File: src/rtl/serial_pkg.sv
// Shared types and constants for the dual-word serializer.
// State encoding and counter widths used by the top-level FSM.
package serial_pkg;

   typedef enum logic [1:0] {
      IDLE,
      CLEAR,
      SHIFT,
      GAP
   } state_t;

   localparam int SER_W = 8;
   localparam int GAP_W = 4;

endpackage

File: src/rtl/piso_shift_reg.sv
// Parallel-in serial-out shift register with a registered serial output.
// q carries the head bit in the cycle after each shift, else 0.
module piso_shift_reg #(
   parameter int W         = 8,
   parameter bit MSB_FIRST = 1'b1
) (
   input  logic         clk,
   input  logic         reset,
   input  logic         load,
   input  logic         shift,
   input  logic [W-1:0] d,
   output logic         q
);

   logic [W-1:0] r_sr;
   logic         r_q;
   logic         w_head;
   logic [W-1:0] w_next;

   // Select head bit and shifted image for the configured bit order
   always_comb begin
      if (MSB_FIRST) begin
         w_head = r_sr[W-1];
         w_next = {r_sr[W-2:0], 1'b0};
      end else begin
         w_head = r_sr[0];
         w_next = {1'b0, r_sr[W-1:1]};
      end
   end

   // Load a word, or move the head into the output flop
   always_ff @(posedge clk or posedge reset) begin
      if (reset) begin
         r_sr <= '0;
         r_q  <= 1'b0;
      end else if (load) begin
         r_sr <= d;
         r_q  <= 1'b0;
      end else if (shift) begin
         r_sr <= w_next;
         r_q  <= w_head;
      end else begin
         r_q  <= 1'b0;
      end
   end

   assign q = r_q;

endmodule

File: src/rtl/dual_word_serializer.sv
// Feeds two operands bit-serially, in lock-step, to a magnitude comparator.
// Frame: CLEAR pulse, W bit pairs, optional idle gap, then ready again.
module dual_word_serializer
   import serial_pkg::*;
#(
   parameter int W          = SER_W,
   parameter bit MSB_FIRST  = 1'b1,
   parameter int GAP_CYCLES = 2
) (
   input  logic         clk,
   input  logic         reset,
   input  logic         in_valid,
   output logic         in_ready,
   input  logic [W-1:0] a_word,
   input  logic [W-1:0] b_word,
   output logic         cmp_clear,
   output logic         a,
   output logic         b,
   output logic         bit_valid,
   output logic         first_bit,
   output logic         last_bit,
   output logic         frame_done
);

   localparam int CW = (W > 1) ? $clog2(W) : 1;
   localparam logic [CW-1:0] CNT_LAST = CW'(W - 1);
   localparam logic [GAP_W-1:0] GAP_LAST =
      (GAP_CYCLES > 0) ? GAP_W'(GAP_CYCLES - 1) : '0;

   state_t           r_state;
   state_t           w_state_nxt;
   logic [CW-1:0]    r_cnt;
   logic [CW-1:0]    w_cnt_nxt;
   logic [GAP_W-1:0] r_gap;
   logic [GAP_W-1:0] w_gap_nxt;

   logic r_in_ready;
   logic r_cmp_clear;
   logic r_bit_valid;
   logic r_first;
   logic r_last;
   logic r_frame_done;

   logic w_hs;
   logic w_shift_en;

   assign w_hs       = (r_state == IDLE) && r_in_ready && in_valid;
   assign w_shift_en = (w_state_nxt == SHIFT);

   // Next-state and counter logic
   always_comb begin
      w_state_nxt = r_state;
      w_cnt_nxt   = r_cnt;
      w_gap_nxt   = r_gap;
      unique case (r_state)
         IDLE: begin
            if (w_hs) begin
               w_state_nxt = CLEAR;
               w_cnt_nxt   = '0;
            end
         end
         CLEAR: begin
            w_state_nxt = SHIFT;
            w_cnt_nxt   = '0;
         end
         SHIFT: begin
            if (r_cnt == CNT_LAST) begin
               w_cnt_nxt   = '0;
               w_gap_nxt   = '0;
               w_state_nxt = (GAP_CYCLES > 0) ? GAP : IDLE;
            end else begin
               w_cnt_nxt = r_cnt + 1'b1;
            end
         end
         GAP: begin
            if (r_gap == GAP_LAST) begin
               w_state_nxt = IDLE;
            end else begin
               w_gap_nxt = r_gap + 1'b1;
            end
         end
         default: w_state_nxt = IDLE;
      endcase
   end

   // State and counter registers
   always_ff @(posedge clk or posedge reset) begin
      if (reset) begin
         r_state <= IDLE;
         r_cnt   <= '0;
         r_gap   <= '0;
      end else begin
         r_state <= w_state_nxt;
         r_cnt   <= w_cnt_nxt;
         r_gap   <= w_gap_nxt;
      end
   end

   // Outputs are registered from the state being entered
   always_ff @(posedge clk or posedge reset) begin
      if (reset) begin
         r_in_ready   <= 1'b0;
         r_cmp_clear  <= 1'b0;
         r_bit_valid  <= 1'b0;
         r_first      <= 1'b0;
         r_last       <= 1'b0;
         r_frame_done <= 1'b0;
      end else begin
         r_in_ready   <= (w_state_nxt == IDLE);
         r_cmp_clear  <= (w_state_nxt == CLEAR);
         r_bit_valid  <= w_shift_en;
         r_first      <= w_shift_en && (w_cnt_nxt == '0);
         r_last       <= w_shift_en && (w_cnt_nxt == CNT_LAST);
         r_frame_done <= r_last;
      end
   end

   piso_shift_reg #(
      .W         (W),
      .MSB_FIRST (MSB_FIRST)
   ) u_sr_a (
      .clk   (clk),
      .reset (reset),
      .load  (w_hs),
      .shift (w_shift_en),
      .d     (a_word),
      .q     (a)
   );

   piso_shift_reg #(
      .W         (W),
      .MSB_FIRST (MSB_FIRST)
   ) u_sr_b (
      .clk   (clk),
      .reset (reset),
      .load  (w_hs),
      .shift (w_shift_en),
      .d     (b_word),
      .q     (b)
   );

   assign in_ready   = r_in_ready;
   assign cmp_clear  = r_cmp_clear;
   assign bit_valid  = r_bit_valid;
   assign first_bit  = r_first;
   assign last_bit   = r_last;
   assign frame_done = r_frame_done;

endmodule

File: config.mk
export PLATFORM = sky130hd
export DESIGN_NAME = dual_word_serializer
export DESIGN_NICKNAME = d
export VERILOG_FILES = /design/src/rtl/serial_pkg.sv /design/src/rtl/piso_shift_reg.sv /design/src/rtl/dual_word_serializer.sv
export SDC_FILE = /design/constraint.sdc
export NUM_CORES = 1
export LEC_CHECK = 0
export ABC_AREA = 1
export BUFFER_PORTS_ARGS = -buffer_cell sky130_fd_sc_hd__buf_2
export CAP_MARGIN = 20
export CELL_PAD_IN_SITES_DETAIL_PLACEMENT = 2
export CELL_PAD_IN_SITES_GLOBAL_PLACEMENT = 2
export CORE_ASPECT_RATIO = 0.75
export CORE_UTILIZATION = 33
export CTS_CLUSTER_DIAMETER = 80
export DETAILED_ROUTE_END_ITERATION = 12
export PLACE_DENSITY_LB_ADDON = 0.1
export SKIP_CTS_REPAIR_TIMING = 1
export SYNTH_ARGS = -nofsm -noshare
export SYNTH_HDL_FRONTEND = slang
export SYNTH_HIERARCHICAL = 1
export SYNTH_SLANG_ARGS = --single-unit
File: constraint.sdc
create_clock -name clk -period 1.9 [get_ports clk]
set_input_delay 0.285 -clock clk [delete_from_list [all_inputs] [get_ports clk]]
set_output_delay 0.285 -clock clk [all_outputs]
set_load 0.005 [all_outputs]
==> results of run 1 <==
==> final timing paths <==
path                           start        endpoint  slack (ps)
setup / recovery            r_gap[1]  u_sr_b/r_sr[1]         150
hold / removal                 reset  u_sr_a/r_sr[3]         -20
setup reg to reg            r_gap[1]  u_sr_b/r_sr[1]         150
hold reg to reg             last_bit      frame_done         390
max in group asynchronous      reset      frame_done        1410
min in group clk           a_word[0]  u_sr_a/r_sr[0]         210
==> state kept, by name, indices dropped and copies added, names as in the netlist <==
signal and cells:
u_sr_a/r_sr 8, u_sr_b/r_sr 8, r_gap 4, r_cnt 3, r_state 2, bit_valid 1
cmp_clear 1, first_bit 1, frame_done 1, in_ready 1, last_bit 1, u_sr_a/q 1
u_sr_b/q 1
==> cells by family after synthesis <==
group | Yosys count | synth area share
DFF | 33 | 0.523
adders and majority gates | 4 | 0.0317
buffers and inverters | 20 | 0.0634
AOI/OAI and AO/OA | 4 | 0.0135
xor gates and xnor gates | 2 | 0.0111
and+or+nand+nor | 106 | 0.357
==> power groups by stage <==
stage          sequential (uW)  combinational [uW]  clock, uW
2_1_floorplan             1050                 751          0
3_3_place_gp              1080                 994          0
3_5_place_dp              1090                1050          0
4_1_cts                   1080                1050        544
5_1_grt                   1100                1390        562
6_report                  1070                1250        522
==> layout make-up <==
| class | count | area [sq um] |
|---|---|---|
| Fill cell | 510 | 2590 |
| Sequential cell | 33 | 826 |
| Multi-Input combinational cell | 116 | 653 |
| Timing Repair Buffer | 35 | 228 |
| Clock buffer | 7 | 86.3 |
| Tap cell | 57 | 71.3 |
| Inverter | 16 | 62.6 |
==> worst max-delay path, cell delays in order (launching register included) <==
cell and delay, ps:
dfrtp_1 410, inv_1 100, ha_1 180, nand3_1 140, nand2_4 100, nand2_4 80, nor2_8 110, nand2_4 70
inv_2 100, buf_12 140, nor2_4 60, nand2_1 80, nand3_1 70
==> routing by layer <==
layer	vias to the layer above	share of wire	track usage
met2	22	0.48	0.281
met5	-	0	0
met4	0	0.0040	0.0526
met3	2	0.036	0.0482
met1	640	0.48	0.230
li1	618	-	-
==> through the flow <==
step                      instances  total power (uW)  hold slack [ps]
after global routing            264              3050             10.4
after floorplan                 169              1800              113
after detailed placement        250              2130              297
after CTS                       257              2680            -8.46
after global placement          250              2070              292
final                           264              2840            -18.1
==> cell usage in the layout, fill, tap and decap left out, drive strengths merged <==
| master | n |
|---|---|
| nand3b | 2 |
| nand4 | 1 |
| buf | 34 |
| nand2 | 49 |
| clkbuf | 8 |
| ha | 4 |
| o22ai | 1 |
| nor2 | 16 |
| dfrtp | 33 |
| nand3 | 38 |
| inv | 16 |
| xor2 | 2 |
| o21ai | 3 |
==> results.cfg, run 1 <==
[placement]
placed_cell_area_sq_um = 1770
place_hpwl_mm = 2.88
io_buffer_count = 26
post-place-ws_ps = 72.2
place_congestion = 0.807

[layout]
area_delta_synth_final_pct = 22.0
final_area_sq_um = 1930
layout-drive-gt1-share = 0.324
post-route-util = 0.426
fin_nets = 230
num_antenna_cells = 0

[synthesis]
synth.most_common_cell = nand2_1
synth_top_area_cell = dfrtp_1
synth_area_sq_um = 1580
synth-seq-area-share = 0.523
syn_inst = 169
synth_nets = 192
ys_async_sr_fraction = 1.00
yosys_warnings = 6
ys.flop_type = dfrtp_1
ys_ff_latch = 33
synthTopCellsByCount = nand2_1 (42), nand3_1 (35), dfrtp_1 (33)
synth_area_leaders = dfrtp_1 (52%), nand3_1 (11%), nand2_1 (10%)
ys_types = 22
syn_avg_cell_area_sq_um = 9.34
synth_edf_count = 0
synth_top_area_frac = 0.523

[global_route]
grt_pass1_wl_mm = 6.39
grt_pass1_vias = 1351
grt_max_degree = 23
grt_overflow_total = 0
grt_usage = 0.174
antenna_found_initial = 0

[power]
power_switching_uw = 1080
sequentialPowerShare = 0.377
clock_power_share = 0.184
leakagePower_uw = 0.00101
ir_worst_vdd_v = 0.000506
combPwrFrac = 0.439
powerDensity_nw_per_um2 = 1470
internal_power_uw = 1750
switching_share = 0.382

[route]
drt.antenna.violating_nets = 0
drt_iter0_drc = 35
drt-pass1-iter-count = 4
vias = 1282
drcViolationCount = 0
wl_per_cell_um = 15.2
vias_per_cell = 4.86
drt-total-wl_mm = 4.01

[run]
drv_cap = 0

[clock_network]
clk-insertion-delay-late_ps = 280
clkTransAtPathRegs_ps = 60
cts_buffer_depth = 2
cts_tree = built
htreeDepth = 2
clock-sinks = 33
cts_root_buf = clkbuf_8
cts_buffers = 5

[sta]
slew_headroom = 0.595
tightest_slew_ps = 607
period_share = 0.921
fmax_mhz = 571
slew_viol_final = 0
setup_viol = 0
final_hold_viol_count = 18
period_minus_slack_ps = 1750
setup_tns_ps = 0
worst_slack_ps = 149
finalClockSkew_ps = 3.03
holdWs_ps = -18.1
rsz0062_at_grt = false

[critical_path]
critPathMaxFanout = 10
worstPathArrival_ps = 1910
cp-end-kind = flip-flop
required_ps = 2060
crit_type = reg2reg
start_kind = flip-flop
r2r_cells = 12

[status]
violations = hold timing
status = complete, but fails checks

[die]
fp-row-count = 21
design.core.area_sq_um = 4520
chipWidth_um = 81.9
die_height_um = 61.9
start_util = 0.349
boundaryPins = 27
die-area_sq_um = 5070

[hold_path]
hold_class = in2async
Note: power is estimated with default switching activity, not from simulation.
==> run 2, diff against run 1 <==
- CTS_CLUSTER_SIZE: unset -> 14
- SYNTH_HIERARCHICAL: 1 -> unset
==> results.cfg, run 2 <==
[clock_network]
clkTransAtPathRegs_ps = 70
cts_tree = built
cts_buffers = 5
cts_buffer_depth = 2
clock-sinks = 33
cts_root_buf = clkbuf_8
clk-insertion-delay-late_ps = 280
htreeDepth = 2

[layout]
num_antenna_cells = 0
fin_cells = 281
layout.cells.most_common_list = nand2_1 (79), dfrtp_1 (33), buf_2 (26), nand3_1 (17), nand2_2 (14)
layout-drive-gt1-share = 0.281
area_delta_synth_final_pct = 16.3
fin_nets = 246
top_regs = u_sr_a.r_sr (8), u_sr_b.r_sr (8), r_gap (4)
nFillCells = 543
final_common_cell = nand2_1

[power]
combPwrFrac = 0.401
power_switching_uw = 1110
powerDensity_nw_per_um2 = 1390
switching_share = 0.421
ir_worst_vdd_v = 0.000528
clock_power_share = 0.195
internal_power_uw = 1530
sequentialPowerShare = 0.403
leakagePower_uw = 0.00107

[die]
chipWidth_um = 83.3
start_util = 0.355
die-area_sq_um = 5240
fp-row-count = 21
die_height_um = 62.9
boundaryPins = 27
design.core.area_sq_um = 4600

[sta]
worst_slack_ps = 134
period_minus_slack_ps = 1770
slew_headroom = 0.713
setup_viol = 0
setup_tns_ps = 0
slew_viol_final = 0
final_hold_viol_count = 0
rsz0062_at_grt = false
finalClockSkew_ps = 3.73
tightest_slew_ps = 431
fmax_mhz = 566
period_share = 0.929

[placement]
post-place-ws_ps = 65.9
io_buffer_count = 26
place_hpwl_mm = 3.04
dp_cells = 273
place_congestion = 0.688

[route]
vias = 1344
drt_iter0_drc = 28
drt-total-wl_mm = 4.17
drt-pass1-iter-count = 5
drt.antenna.violating_nets = 0
wl_per_cell_um = 14.8
vias_per_cell = 4.78
drcViolationCount = 0

[synthesis]
synth_edf_count = 0
synth_area_sq_um = 1630
syn_inst = 192
synth_nets = 215
ys_async_sr_fraction = 1.00
ys_types = 22
yosys_warnings = 0
synth_area_leaders = dfrtp_1 (51%), nand2_1 (18%), nand2_2 (5.4%)
ys.flop_type = dfrtp_1
synth.most_common_cell = nand2_1
synthTopCellsByCount = nand2_1 (79), dfrtp_1 (33), nand3_1 (17)
synth-seq-area-share = 0.505
synth_top_area_frac = 0.505
synth_top_area_cell = dfrtp_1
syn_avg_cell_area_sq_um = 8.51
ys_ff_latch = 33

[global_route]
grt_overflow_total = 0
grt_max_degree = 34
grt_pass1_wl_mm = 7.15
grt_usage = 0.174
grt_pass1_vias = 1492
antenna_found_initial = 0

[critical_path]
worstPathArrival_ps = 1980
r2r_start = r_cnt[0]
r2r_end = u_sr_b.r_sr[6]
start_kind = flip-flop
crit_type = reg2reg
critPathMaxFanout = 17
reg2reg_slack_ps = 130
cp-end-kind = flip-flop
r2r_cells = 9
required_ps = 2120

[run]
drv_cap = 0

[hold_path]
hold_class = in2async

[status]
status = complete, no violations
run 2: changes by cell type after synthesis, moves of 2 or more:
cell | before | now
nand3_1 | 35 | 17
o21ai_0 | 3 | 8
nand2_1 | 42 | 79
buf_2 | 0 | 2
nor2_2 | 4 | 2
inv_2 | 5 | 3
nand2_2 | 4 | 14
nor2_4 | 3 | 1
nand3_2 | 3 | 1
run 2: power by group through the flow:
stage	Clock [uW]	Combinational (uW)	Sequential, uW
after floorplan	0	826	1040
after global placement	0	992	1060
after detailed placement	0	1050	1080
after CTS	535	1070	1070
after global routing	568	1200	1100
final	516	1060	1060
run 2: worst max-delay path by stage:
stage / from / to / slack, ps
finish: r_cnt[0] / u_sr_b.r_sr[6] / 130
floorplan: r_cnt[0] / u_sr_a.r_sr[2] / 370
global placement: r_cnt[0] / u_sr_b.r_sr[5] / 200
detailed placement: r_cnt[0] / u_sr_b.r_sr[6] / 70
CTS: r_cnt[0] / u_sr_b.r_sr[6] / 40
global route: r_cnt[0] / u_sr_b.r_sr[6] / 0.7
run 2: through the flow:
stage	instance area [sq um]	hold WS, ps	total power, uW	utilization
detailed placement	1810	363	2130	0.393
CTS	1890	123	2670	0.411
global route	1900	135	2860	0.413
floorplan	1630	376	1870	-
finish	1900	98.3	2640	0.413
global placement	1810	358	2050	0.393
run 2: layout make-up:
class,count,area [sq um],share of cell area
Multi-Input combinational cell,140,711,0.374
Clock inverter,2,10.0,0.00527
Timing Repair Buffer,30,160,0.0843
Inverter,13,50.0,0.0263
Clock buffer,6,72.6,0.0382
Tap cell,57,71.3,0.0375
Sequential cell,33,826,0.434
run 2: kinds of logic (layout without fill, tap and decap cells):
logic type               count (synthesis)  in the layout  share of synthesized area
XOR/XNOR                                 2              2                     0.0107
flip-flops                              33             33                      0.505
buffers and inverters                   19             51                     0.0651
AND/OR/NAND/NOR                        124            124                      0.350
AO/OA/AOI/OAI                           10             10                     0.0383
adder cells (fa/ha/maj)                  4              4                     0.0306
run 2: worst max-delay path, stage by stage, from the launching register on:
cell,delay [ps]
dfrtp_1,380
ha_1,200
ha_1,210
inv_1,90
nor2_2,60
a21oi_4,220
nand2_4,200
nand2_8,190
nand2_1,70
nand2_1,70
run 2: routing by layer:
layer,part of all wire,vias to the layer above,track usage
met5,0,-,0
met4,0.0082,0,0.0388
met3,0.036,6,0.0370
met2,0.49,23,0.300
met1,0.47,661,0.224
li1,-,654,-
==> run 3, diff against run 2 <==
- CAP_MARGIN: 20 -> unset
- REMOVE_ABC_BUFFERS: unset -> 1
==> results.cfg, run 3 (same netlist as run 2, synthesis figures left out) <==
[status]
status = complete, no violations

[layout]
nFillCells = 535
layout.cells.most_common_list = nand2_1 (79), dfrtp_1 (33), buf_2 (26), nand3_1 (17), nand2_2 (14)
post-route-util = 0.416
layout-drive-gt1-share = 0.286
fin_cells = 281
fin_nets = 246
num_antenna_cells = 0
top_regs = u_sr_a.r_sr (8), u_sr_b.r_sr (8), r_gap (4)
final_common_cell = nand2_1
area_delta_synth_final_pct = 17.1

[route]
wl_per_cell_um = 14.6
drt-met1-wl_mm = 1.96
drt-pass1-iter-count = 4
drt_iter0_drc = 24
drcViolationCount = 0
vias = 1323
drt.antenna.violating_nets = 0
vias_per_cell = 4.71
route.met2.wl_mm = 1.96
top_layer = met4
met3WireLength_um = 133
drt-total-wl_mm = 4.09

[critical_path]
crit_type = reg2reg
start_kind = flip-flop
cp-end-kind = flip-flop
worstPathArrival_ps = 1960
required_ps = 2130
crit_slowest_cell = dfrtp_1
crit_chain = ha_1 > ha_1 > inv_1 > nor2_2 > a21oi_4 > nand2_8 > nand2_8 > nand2_1 > nand2_1
critPathMaxFanout = 17
max_stage_delay_ps = 390

[sta]
period_minus_slack_ps = 1720
rsz0062_at_grt = false
period_share = 0.907
slew_viol_final = 0
setup_viol = 0
fmax_mhz = 580
slew_headroom = 0.698
setup_tns_ps = 0
tightest_slew_ps = 452
finalClockSkew_ps = 3.89
final_hold_viol_count = 0
holdWs_ps = 82.7

[die]
boundaryPins = 27
design.core.area_sq_um = 4600
die_height_um = 62.9
fp-row-count = 21
chipWidth_um = 83.3
die-area_sq_um = 5240
start_util = 0.355

[clock_network]
clkTransAtPathRegs_ps = 70
cts_tree = built
cts_buffers = 5
cts_buffer_depth = 2
clk-insertion-delay-late_ps = 290
cts_root_buf = clkbuf_8
clock-sinks = 33
htreeDepth = 2

[global_route]
grt_max_degree = 34
grt_usage = 0.173
grt_pass1_vias = 1495
grt_pass1_wl_mm = 7.06
grt_overflow_total = 0
antenna_found_initial = 0

[power]
leakagePower_uw = 0.00107
ir_worst_vdd_v = 0.000565
total_power_uw = 2670
powerDensity_nw_per_um2 = 1390

[placement]
place_hpwl_mm = 3.01
dp_cells = 273
io_buffer_count = 26
place_congestion = 0.684

[run]
drv_cap = 0

[hold_path]
hold_class = in2async
[run 3: critical path: cells and delay by family (launching register included)]
kind / cells / cell delay (ps)
buf+inv: 1 / 90
fa+ha+maj: 2 / 410
compound gates: 1 / 240
flops: 1 / 390
simple gates: 5 / 510
[run 3: area by class of cell]
cell class	count	area [sq um]	area share
multi-input combinational	140	719	0.376
timing repair buffer	30	160	0.0837
inverter	13	50.0	0.0262
clock inverter	3	17.5	0.00916
clock buffer	5	68.8	0.0360
tap	57	71.3	0.0373
sequential	33	826	0.432
[run 3: final timing paths]
check	startpoint	end	slack, ps	depth (start not counted)
max	r_cnt[0]	u_sr_b.r_sr[4]	180	9
min	reset	last_bit	80	3
max reg2reg	r_cnt[0]	u_sr_b.r_sr[4]	180	9
min reg2reg	last_bit	frame_done	380	0
max in group asynchronous	reset	u_sr_a.r_sr[5]	1490	3
min in group clk	a_word[0]	u_sr_a.r_sr[0]	200	3
[run 3: per-layer routing]
layer  vias to the layer above  GRT usage
li1                        653          -
met1                       641      0.217
met2                        25      0.295
met3                         4     0.0396
met4                         0     0.0517
met5                         -          0
[run 3: per-stage QoR]
step / setup WS, ps / area, sq um
2_1_floorplan: 367 / 1580
4_1_cts: 72.3 / 1900
3_3_place_gp: 202 / 1810
5_1_grt: 27.9 / 1910
6_report: 177 / 1910
3_5_place_dp: 111 / 1810
[run 3: power by group]
group,internal [uW],switching [uW],leakage (uW)
registers,926,134,0.000439
logic,362,709,0.000589
clock network,253,285,0.0000439
